$ cat src/rtl/mem_access.sv
// mem_access: RV32I memory-access stage (EX/MEM -> WB) with data-bus request/grant/response.
//
// Ports:
//   clk_i, rstn_i          clock (rising edge), asynchronous active-low reset
//   valid_i, operation_i   EX/MEM slot valid and decoded operation
//   mem_addr_i             effective address (rs1+imm)
//   mem_wr_data_i          store data (rs2)
//   rd_data_i              ALU result for non-memory ops
//   rf_wr_enable_i         register write request from execute
//   rd_addr_i              destination register
//   stall_o                stage busy; upstream holds and valid_i is ignored
//   dbus_req_o/we_o/addr_o/be_o/wdata_o   data-bus request (nonzero only in REQ)
//   dbus_gnt_i, dbus_rvalid_i, dbus_rdata_i   data-bus grant and read response
//   wb_valid_o             one-cycle write-back pulse
//   wb_rd_addr_o, wb_rd_data_o, wb_rf_wr_enable_o   registered write-back bundle
//   misalign_o             misaligned-access pulse
//
// Build option: define MISALIGN_TRAP_EN to report misaligned half/word accesses
// through misalign_o instead of silently forcing natural alignment.

typedef enum logic [5:0] {
    UNKNOWN, LUI, AUIPC, JAL, JALR,
    BEQ, BNE, BLT, BGE, BLTU, BGEU,
    LB, LH, LW, LBU, LHU, SB, SH, SW,
    ADDI, SLTI, SLTIU, XORI, ORI, ANDI, SLLI, SRLI, SRAI,
    ADD, SUB, SLL, SLT, SLTU, XOR, SRL, SRA, OR, AND,
    FENCE, ECALL, EBREAK
} operation_e;

module mem_access #(
    parameter int XLEN = 32
) (
    input  logic            clk_i,
    input  logic            rstn_i,
    input  logic            valid_i,
    input  operation_e      operation_i,
    input  logic [XLEN-1:0] mem_addr_i,
    input  logic [XLEN-1:0] mem_wr_data_i,
    input  logic [XLEN-1:0] rd_data_i,
    input  logic            rf_wr_enable_i,
    input  logic [4:0]      rd_addr_i,
    output logic            stall_o,
    output logic            dbus_req_o,
    output logic            dbus_we_o,
    output logic [XLEN-1:0] dbus_addr_o,
    output logic [3:0]      dbus_be_o,
    output logic [XLEN-1:0] dbus_wdata_o,
    input  logic            dbus_gnt_i,
    input  logic            dbus_rvalid_i,
    input  logic [XLEN-1:0] dbus_rdata_i,
    output logic            wb_valid_o,
    output logic [4:0]      wb_rd_addr_o,
    output logic [XLEN-1:0] wb_rd_data_o,
    output logic            wb_rf_wr_enable_o,
    output logic            misalign_o
);
    typedef enum logic [1:0] {IDLE, REQ, WAIT} state_e;

    function automatic logic is_load(input operation_e op);
        return op inside {LB, LH, LW, LBU, LHU};
    endfunction

    function automatic logic is_store(input operation_e op);
        return op inside {SB, SH, SW};
    endfunction

    function automatic logic is_byte(input operation_e op);
        return op inside {LB, LBU, SB};
    endfunction

    function automatic logic is_half(input operation_e op);
        return op inside {LH, LHU, SH};
    endfunction

    function automatic logic is_word(input operation_e op);
        return op inside {LW, SW};
    endfunction

    state_e          state_q, state_d;
    operation_e      op_q, op_d;
    logic [XLEN-1:0] addr_q, addr_d;
    logic [XLEN-1:0] wdata_q, wdata_d;
    logic [4:0]      rd_q, rd_d;
    logic            wb_valid_q, wb_valid_d;
    logic [4:0]      wb_rd_q, wb_rd_d;
    logic [XLEN-1:0] wb_data_q, wb_data_d;
    logic            wb_we_q, wb_we_d;
    logic            misalign_q, misalign_d;

    logic            in_mem;
    logic            trap;
    logic [XLEN-1:0] in_addr;
    logic            in_req;
    logic [3:0]      lane_be;
    logic [XLEN-1:0] store_wdata;
    logic [7:0]      ld_byte;
    logic [15:0]     ld_half;
    logic [XLEN-1:0] ld_data;

    assign in_mem = is_load(operation_i) || is_store(operation_i);

`ifdef MISALIGN_TRAP_EN
    logic in_misaligned;
    assign in_misaligned = (is_half(operation_i) && mem_addr_i[0]) ||
                           (is_word(operation_i) && (mem_addr_i[1:0] != 2'b00));
    assign trap = in_mem && in_misaligned;
`else
    assign trap = 1'b0;
`endif

    // Natural alignment is forced on capture; with the trap enabled a
    // misaligned access never gets captured, so this is then a no-op.
    assign in_addr = is_half(operation_i) ? {mem_addr_i[XLEN-1:1], 1'b0} :
                     is_word(operation_i) ? {mem_addr_i[XLEN-1:2], 2'b00} : mem_addr_i;

    assign lane_be     = is_byte(op_q) ? 4'b0001 << addr_q[1:0] :
                         is_half(op_q) ? 4'b0011 << {addr_q[1], 1'b0} : 4'b1111;
    assign store_wdata = is_byte(op_q) ? {4{wdata_q[7:0]}} :
                         is_half(op_q) ? {2{wdata_q[15:0]}} : wdata_q;

    assign ld_byte = addr_q[1] ? (addr_q[0] ? dbus_rdata_i[31:24] : dbus_rdata_i[23:16])
                               : (addr_q[0] ? dbus_rdata_i[15:8]  : dbus_rdata_i[7:0]);
    assign ld_half = addr_q[1] ? dbus_rdata_i[31:16] : dbus_rdata_i[15:0];
    assign ld_data = (op_q == LB)  ? {{24{ld_byte[7]}}, ld_byte} :
                     (op_q == LBU) ? {24'b0, ld_byte} :
                     (op_q == LH)  ? {{16{ld_half[15]}}, ld_half} :
                     (op_q == LHU) ? {16'b0, ld_half} : dbus_rdata_i;

    always_comb begin
        state_d    = state_q;
        op_d       = op_q;
        addr_d     = addr_q;
        wdata_d    = wdata_q;
        rd_d       = rd_q;
        wb_valid_d = 1'b0;
        misalign_d = 1'b0;
        wb_rd_d    = wb_rd_q;
        wb_data_d  = wb_data_q;
        wb_we_d    = wb_we_q;
        case (state_q)
            IDLE: begin
                if (valid_i) begin
                    if (trap) begin
                        wb_valid_d = 1'b1;
                        misalign_d = 1'b1;
                        wb_we_d    = 1'b0;
                        wb_rd_d    = rd_addr_i;
                        wb_data_d  = mem_addr_i;
                    end else if (in_mem) begin
                        state_d = REQ;
                        op_d    = operation_i;
                        addr_d  = in_addr;
                        wdata_d = mem_wr_data_i;
                        rd_d    = rd_addr_i;
                    end else begin
                        wb_valid_d = 1'b1;
                        wb_we_d    = rf_wr_enable_i;
                        wb_rd_d    = rd_addr_i;
                        wb_data_d  = rd_data_i;
                    end
                end
            end
            REQ: begin
                if (dbus_gnt_i) begin
                    if (is_store(op_q)) begin
                        state_d    = IDLE;
                        wb_valid_d = 1'b1;
                        wb_we_d    = 1'b0;
                        wb_rd_d    = rd_q;
                    end else begin
                        state_d = WAIT;
                    end
                end
            end
            WAIT: begin
                if (dbus_rvalid_i) begin
                    state_d    = IDLE;
                    wb_valid_d = 1'b1;
                    wb_we_d    = 1'b1;
                    wb_rd_d    = rd_q;
                    wb_data_d  = ld_data;
                end
            end
            default: state_d = IDLE;
        endcase
    end

    always_ff @(posedge clk_i or negedge rstn_i) begin
        if (!rstn_i) begin
            state_q    <= IDLE;
            op_q       <= UNKNOWN;
            addr_q     <= '0;
            wdata_q    <= '0;
            rd_q       <= '0;
            wb_valid_q <= 1'b0;
            wb_rd_q    <= '0;
            wb_data_q  <= '0;
            wb_we_q    <= 1'b0;
            misalign_q <= 1'b0;
        end else begin
            state_q    <= state_d;
            op_q       <= op_d;
            addr_q     <= addr_d;
            wdata_q    <= wdata_d;
            rd_q       <= rd_d;
            wb_valid_q <= wb_valid_d;
            wb_rd_q    <= wb_rd_d;
            wb_data_q  <= wb_data_d;
            wb_we_q    <= wb_we_d;
            misalign_q <= misalign_d;
        end
    end

    // Bus outputs decode straight from state so an async reset drops them at once.
    assign in_req       = (state_q == REQ);
    assign stall_o      = (state_q != IDLE);
    assign dbus_req_o   = in_req;
    assign dbus_we_o    = in_req && is_store(op_q);
    assign dbus_addr_o  = in_req ? {addr_q[XLEN-1:2], 2'b00} : '0;
    assign dbus_be_o    = in_req ? lane_be : 4'b0000;
    assign dbus_wdata_o = (in_req && is_store(op_q)) ? store_wdata : '0;

    assign wb_valid_o        = wb_valid_q;
    assign wb_rd_addr_o      = wb_rd_q;
    assign wb_rd_data_o      = wb_data_q;
    assign wb_rf_wr_enable_o = wb_we_q;
    assign misalign_o        = misalign_q;
endmodule

$ cat config.mk
export PLATFORM = sky130hd
export DESIGN_NAME = mem_access
export DESIGN_NICKNAME = d
export VERILOG_FILES = /design/src/rtl/mem_access.sv
export SDC_FILE = /design/constraint.sdc
export NUM_CORES = 1
export LEC_CHECK = 0
export CAP_MARGIN = 25
export CORE_MARGIN = 5
export CORE_UTILIZATION = 35
export DETAILED_ROUTE_END_ITERATION = 8
export PLACE_DENSITY = 0.74
export SYNTH_ARGS = -nofsm -noshare
export SYNTH_HDL_FRONTEND = slang
export SYNTH_SLANG_ARGS = --single-unit
$ cat constraint.sdc
create_clock -name clk_i -period 3.1 [get_ports clk_i]
set_clock_uncertainty 0.05 [all_clocks]
set_input_delay 0.62 -clock clk_i [delete_from_list [all_inputs] [get_ports clk_i]]
set_output_delay 0.62 -clock clk_i [all_outputs]
set_load 0.05 [all_outputs]
==> flow_metrics.py, run 1 <==
metrics = {
    "yosys": {
        "ys_dominant_reg_cell": "dfrtp_1",
        "async_reset_ff_share_pct": 100.0,
        "syn_area_per_cell_um2": 10.19,
        "synth_warnings": 0,
        "synth_edf_count": 0,
        "ys_types": 51,
        "syn_area_mm2": 0.006412,
        "synthCells": 629,
        "ys_seq_elements": 116,
        "synth-seq-area-share_pct": 45.27,
    },
    "global_route": {
        "grtUsageMet3_pct": 9.623,
        "use_met2_pct": 33.46,
        "grt_pass1_wl_um": 35430,
        "grt_max_degree": 65,
        "grt.met1_usage_pct": 25.28,
        "grt_antenna_before_repair": 1,
        "overflow": 0,
        "top_usage_layer": "met2",
        "grt.total_usage_pct": 20.87,
        "grt_pass1_vias": 6223,
    },
    "timing": {
        "max_freq_ghz": 0.3234,
        "maxSlewHeadroom_pct": 36.11,
        "setup_viol_count_final": 0,
        "period_share_pct": 99.74,
        "slew_violations": 0,
        "hold_viol": 0,
        "rsz0062_at_grt": "true",
        "setup_ws_ns": 0.008208,
        "min_period_ns": 3.092,
        "tightest_slew_ns": 0.9583,
    },
    "final_layout": {
        "syn_to_final_growth_pct": 66.46,
        "nets": 1026,
        "drive_gt1_share_pct": 26.97,
        "final_area_mm2": 0.01067,
    },
    "floorplanning": {
        "die_h_um": 145.4,
        "die_w_um": 145.4,
        "coreArea_mm2": 0.01802,
        "rows": 49,
        "die-area_mm2": 0.02113,
        "io_pins": 256,
        "start_util_pct": 35.58,
    },
    "place": {
        "globalplace.congestion": 0.8328,
        "placed_area_mm2": 0.009981,
        "numPortBuffers": 252,
        "dpl.hpwl_um": 16470,
        "place_ws_ns": 0.1876,
    },
    "power_and_ir_drop": {
        "ir_drop_mv": 0.7242,
        "p_total_mw": 10.70,
        "p_per_area_mw_per_mm2": 1003,
        "power_leakage_nw": 4.454,
    },
    "setup_path": {
        "critical_path_arrival_ns": 2.42,
        "r2r_start": "op_q[2]",
        "crit_slowest_cell": "dfrtp_2",
        "cp_slowest_stage_delay_ns": 0.44,
        "required_ns": 2.43,
        "end_kind": "output pin",
        "path_cells": "or3b_4, o32a_1, or2_1, buf_12, o21ai_0, a21oi_2, buf_12",
        "crit_path_start": "op_q[2]",
        "cp.buffers_inverters": 2,
        "cp-endpoint": "dbus_wdata_o[31]",
        "startpoint_type": "flop",
        "reg2reg_slack_ns": 0.49,
        "r2r-end": "wb_rf_wr_enable_o",
        "worst-setup-path-type": "flop to output pin",
        "path_max_fanout": 34,
        "cp.depth": 7,
        "crit_family": "simple AND/OR/NAND/NOR gates",
        "path_common_cell": "buf_12",
        "r2r_cells": 6,
    },
    "status": {
        "outcome": "finished, final reports clean",
    },
    "clocking": {
        "cts-root-buf": "clkbuf_16",
        "cts_tree": "built",
        "h-tree-depth": 4,
        "max-clock-path-buffers": 2,
        "numCtsBuffers": 17,
        "clkSlewWorstSetupHoldPaths_ns": 0.06,
        "numClockSinks": 116,
        "worstSkewPairLatency_ns": 0.41,
    },
    "drt": {
        "drt_wl_total_um": 22360,
        "vias_per_cell": 5.287,
        "wl_per_cell_um": 19.96,
        "drt-initial-drc-count": 192,
        "drt.antenna.violating_nets": 0,
        "drc": 0,
        "vias": 5921,
        "first_pass_iters": 7,
    },
    "flow_run": {
        "maxCapViolations": 0,
    },
    "min_path": {
        "worstHoldPathType": "input port to asynchronous set/reset pin",
    },
}
==> cells in the final DEF, fill, tap and decap left out, drive strengths merged, types with 20 or more instances in the layout <==
cell	instances
clkdlybuf4s50	183
dfrtp	116
buf	99
mux2	84
nor2	54
o21ai	53
a21oi	48
nand2	41
and2	30
a22o	24
mux2i	20
==> cell type report <==
| cell class | count | area (um2) |
|---|---|---|
| timing repair buffer | 282 | 3471 |
| tap | 229 | 286.5 |
| clock buffer | 17 | 425.4 |
| fill | 1502 | 7351 |
| inverter | 13 | 52.55 |
| antenna | 1 | 2.502 |
| sequential | 116 | 2904 |
| clock inverter | 15 | 121.4 |
| multi-input combinational | 447 | 3411 |
==> timing repair <==
action                                  4_1_cts  5_1_grt
buffers inserted                              2        2
pin swaps                                     2        5
resized for setup                            13       23
endpoints found under the setup margin       14       28
cloned                                        1        0
hold buffers                                  0        0
hold endpoints to repair                      0        0
==> report_power, final <==
part,total [mW],switching [mW],internal [mW]
Sequential,2.81,0.544,2.27
Clock,1.83,0.794,1.04
Combinational,6.06,3.42,2.64
==> worst min path at each step <==
stage / from / endpoint / slack, ns / cells past startpoint
final: rstn_i / wb_rd_data_o[31] / 0.06 / 1
after CTS: rstn_i / addr_q[3] / 0.05 / 1
after detailed placement: addr_q[31] / addr_q[31] / 0.42 / 1
after floorplan: rstn_i / addr_q[0] / 0.27 / 0
after global placement: rd_q[2] / rd_q[2] / 0.41 / 1
after global routing: rstn_i / wb_rd_data_o[31] / 0.06 / 1
==> logic make-up (layout without fill, tap and decap cells) <==
| kind of cell | count (synthesis) | count (layout) | share of synthesized area (%) |
|---|---|---|---|
| flip-flops | 116 | 116 | 45.27 |
| adder cells (fa/ha/maj) | 4 | 4 | 0.7805 |
| multiplexers | 111 | 111 | 20.68 |
| XOR/XNOR | 2 | 2 | 0.2732 |
| AO/OA/AOI/OAI | 148 | 148 | 14.50 |
| AND/OR/NAND/NOR | 179 | 179 | 14.11 |
| buffers and inverters | 68 | 327 | 4.332 |
| other | 1 | 4 | 0.05848 |
==> stage by stage <==
step	util, %	std cells	hold slack, ns	TNS (ns)
global route	59.22	1120	0.06068	-0.7989
CTS	58.68	1117	0.04535	0
detailed placement	55.37	1082	0.4168	0
finish	59.22	1120	0.05516	0
floorplan	-	631	0.2744	-0.3014
global placement	55.37	1082	0.4120	0
==> flip-flops by register name (all words and copies together) (netlist names) <==
name,cells
wb_valid_o,1
addr_q,32
rd_q,5
wb_rd_addr_o,5
op_q,6
wdata_q,32
state_q,2
wb_rf_wr_enable_o,1
wb_rd_data_o,32
==> per-layer routing <==
layer | part of all wire (%) | vias to the layer above
met5 | 0 | -
met2 | 47 | 274
met4 | 2.2 | 0
met3 | 11 | 29
met1 | 40 | 2885
li1 | - | 2733
==> synth_stat cells, drive strengths merged (2+ instances only) <==
master / number / share of area [%]
and2: 30 / 2.9
nor2: 54 / 3.2
nor2b: 3 / 0.29
nor3: 8 / 0.62
o32a: 9 / 1.4
a22o: 24 / 3.3
a21o: 3 / 0.35
nand2b: 2 / 0.20
mux4: 7 / 2.5
ha: 4 / 0.78
nand3b: 3 / 0.35
o21ai: 53 / 4.1
mux2i: 20 / 3.1
nand2: 41 / 2.4
a32oi: 2 / 0.27
dfrtp: 116 / 45
a21oi: 48 / 3.7
inv: 12 / 0.70
nor3b: 10 / 1.2
or2: 4 / 0.39
nand3: 8 / 0.62
and3: 8 / 0.78
nand4bb: 2 / 0.35
nand4b: 2 / 0.27
o21a: 2 / 0.23
clkbuf: 42 / 2.5
or3b: 2 / 0.31
buf: 13 / 1.1
mux2: 84 / 15
Note: power is estimated with default switching activity, not from simulation.
==> run 2, diff against run 1 <==
- SLEW_MARGIN: default -> 15
==> results of run 2 <==
Same layout as run 1: the final DEF is identical, and so are final timing and power.
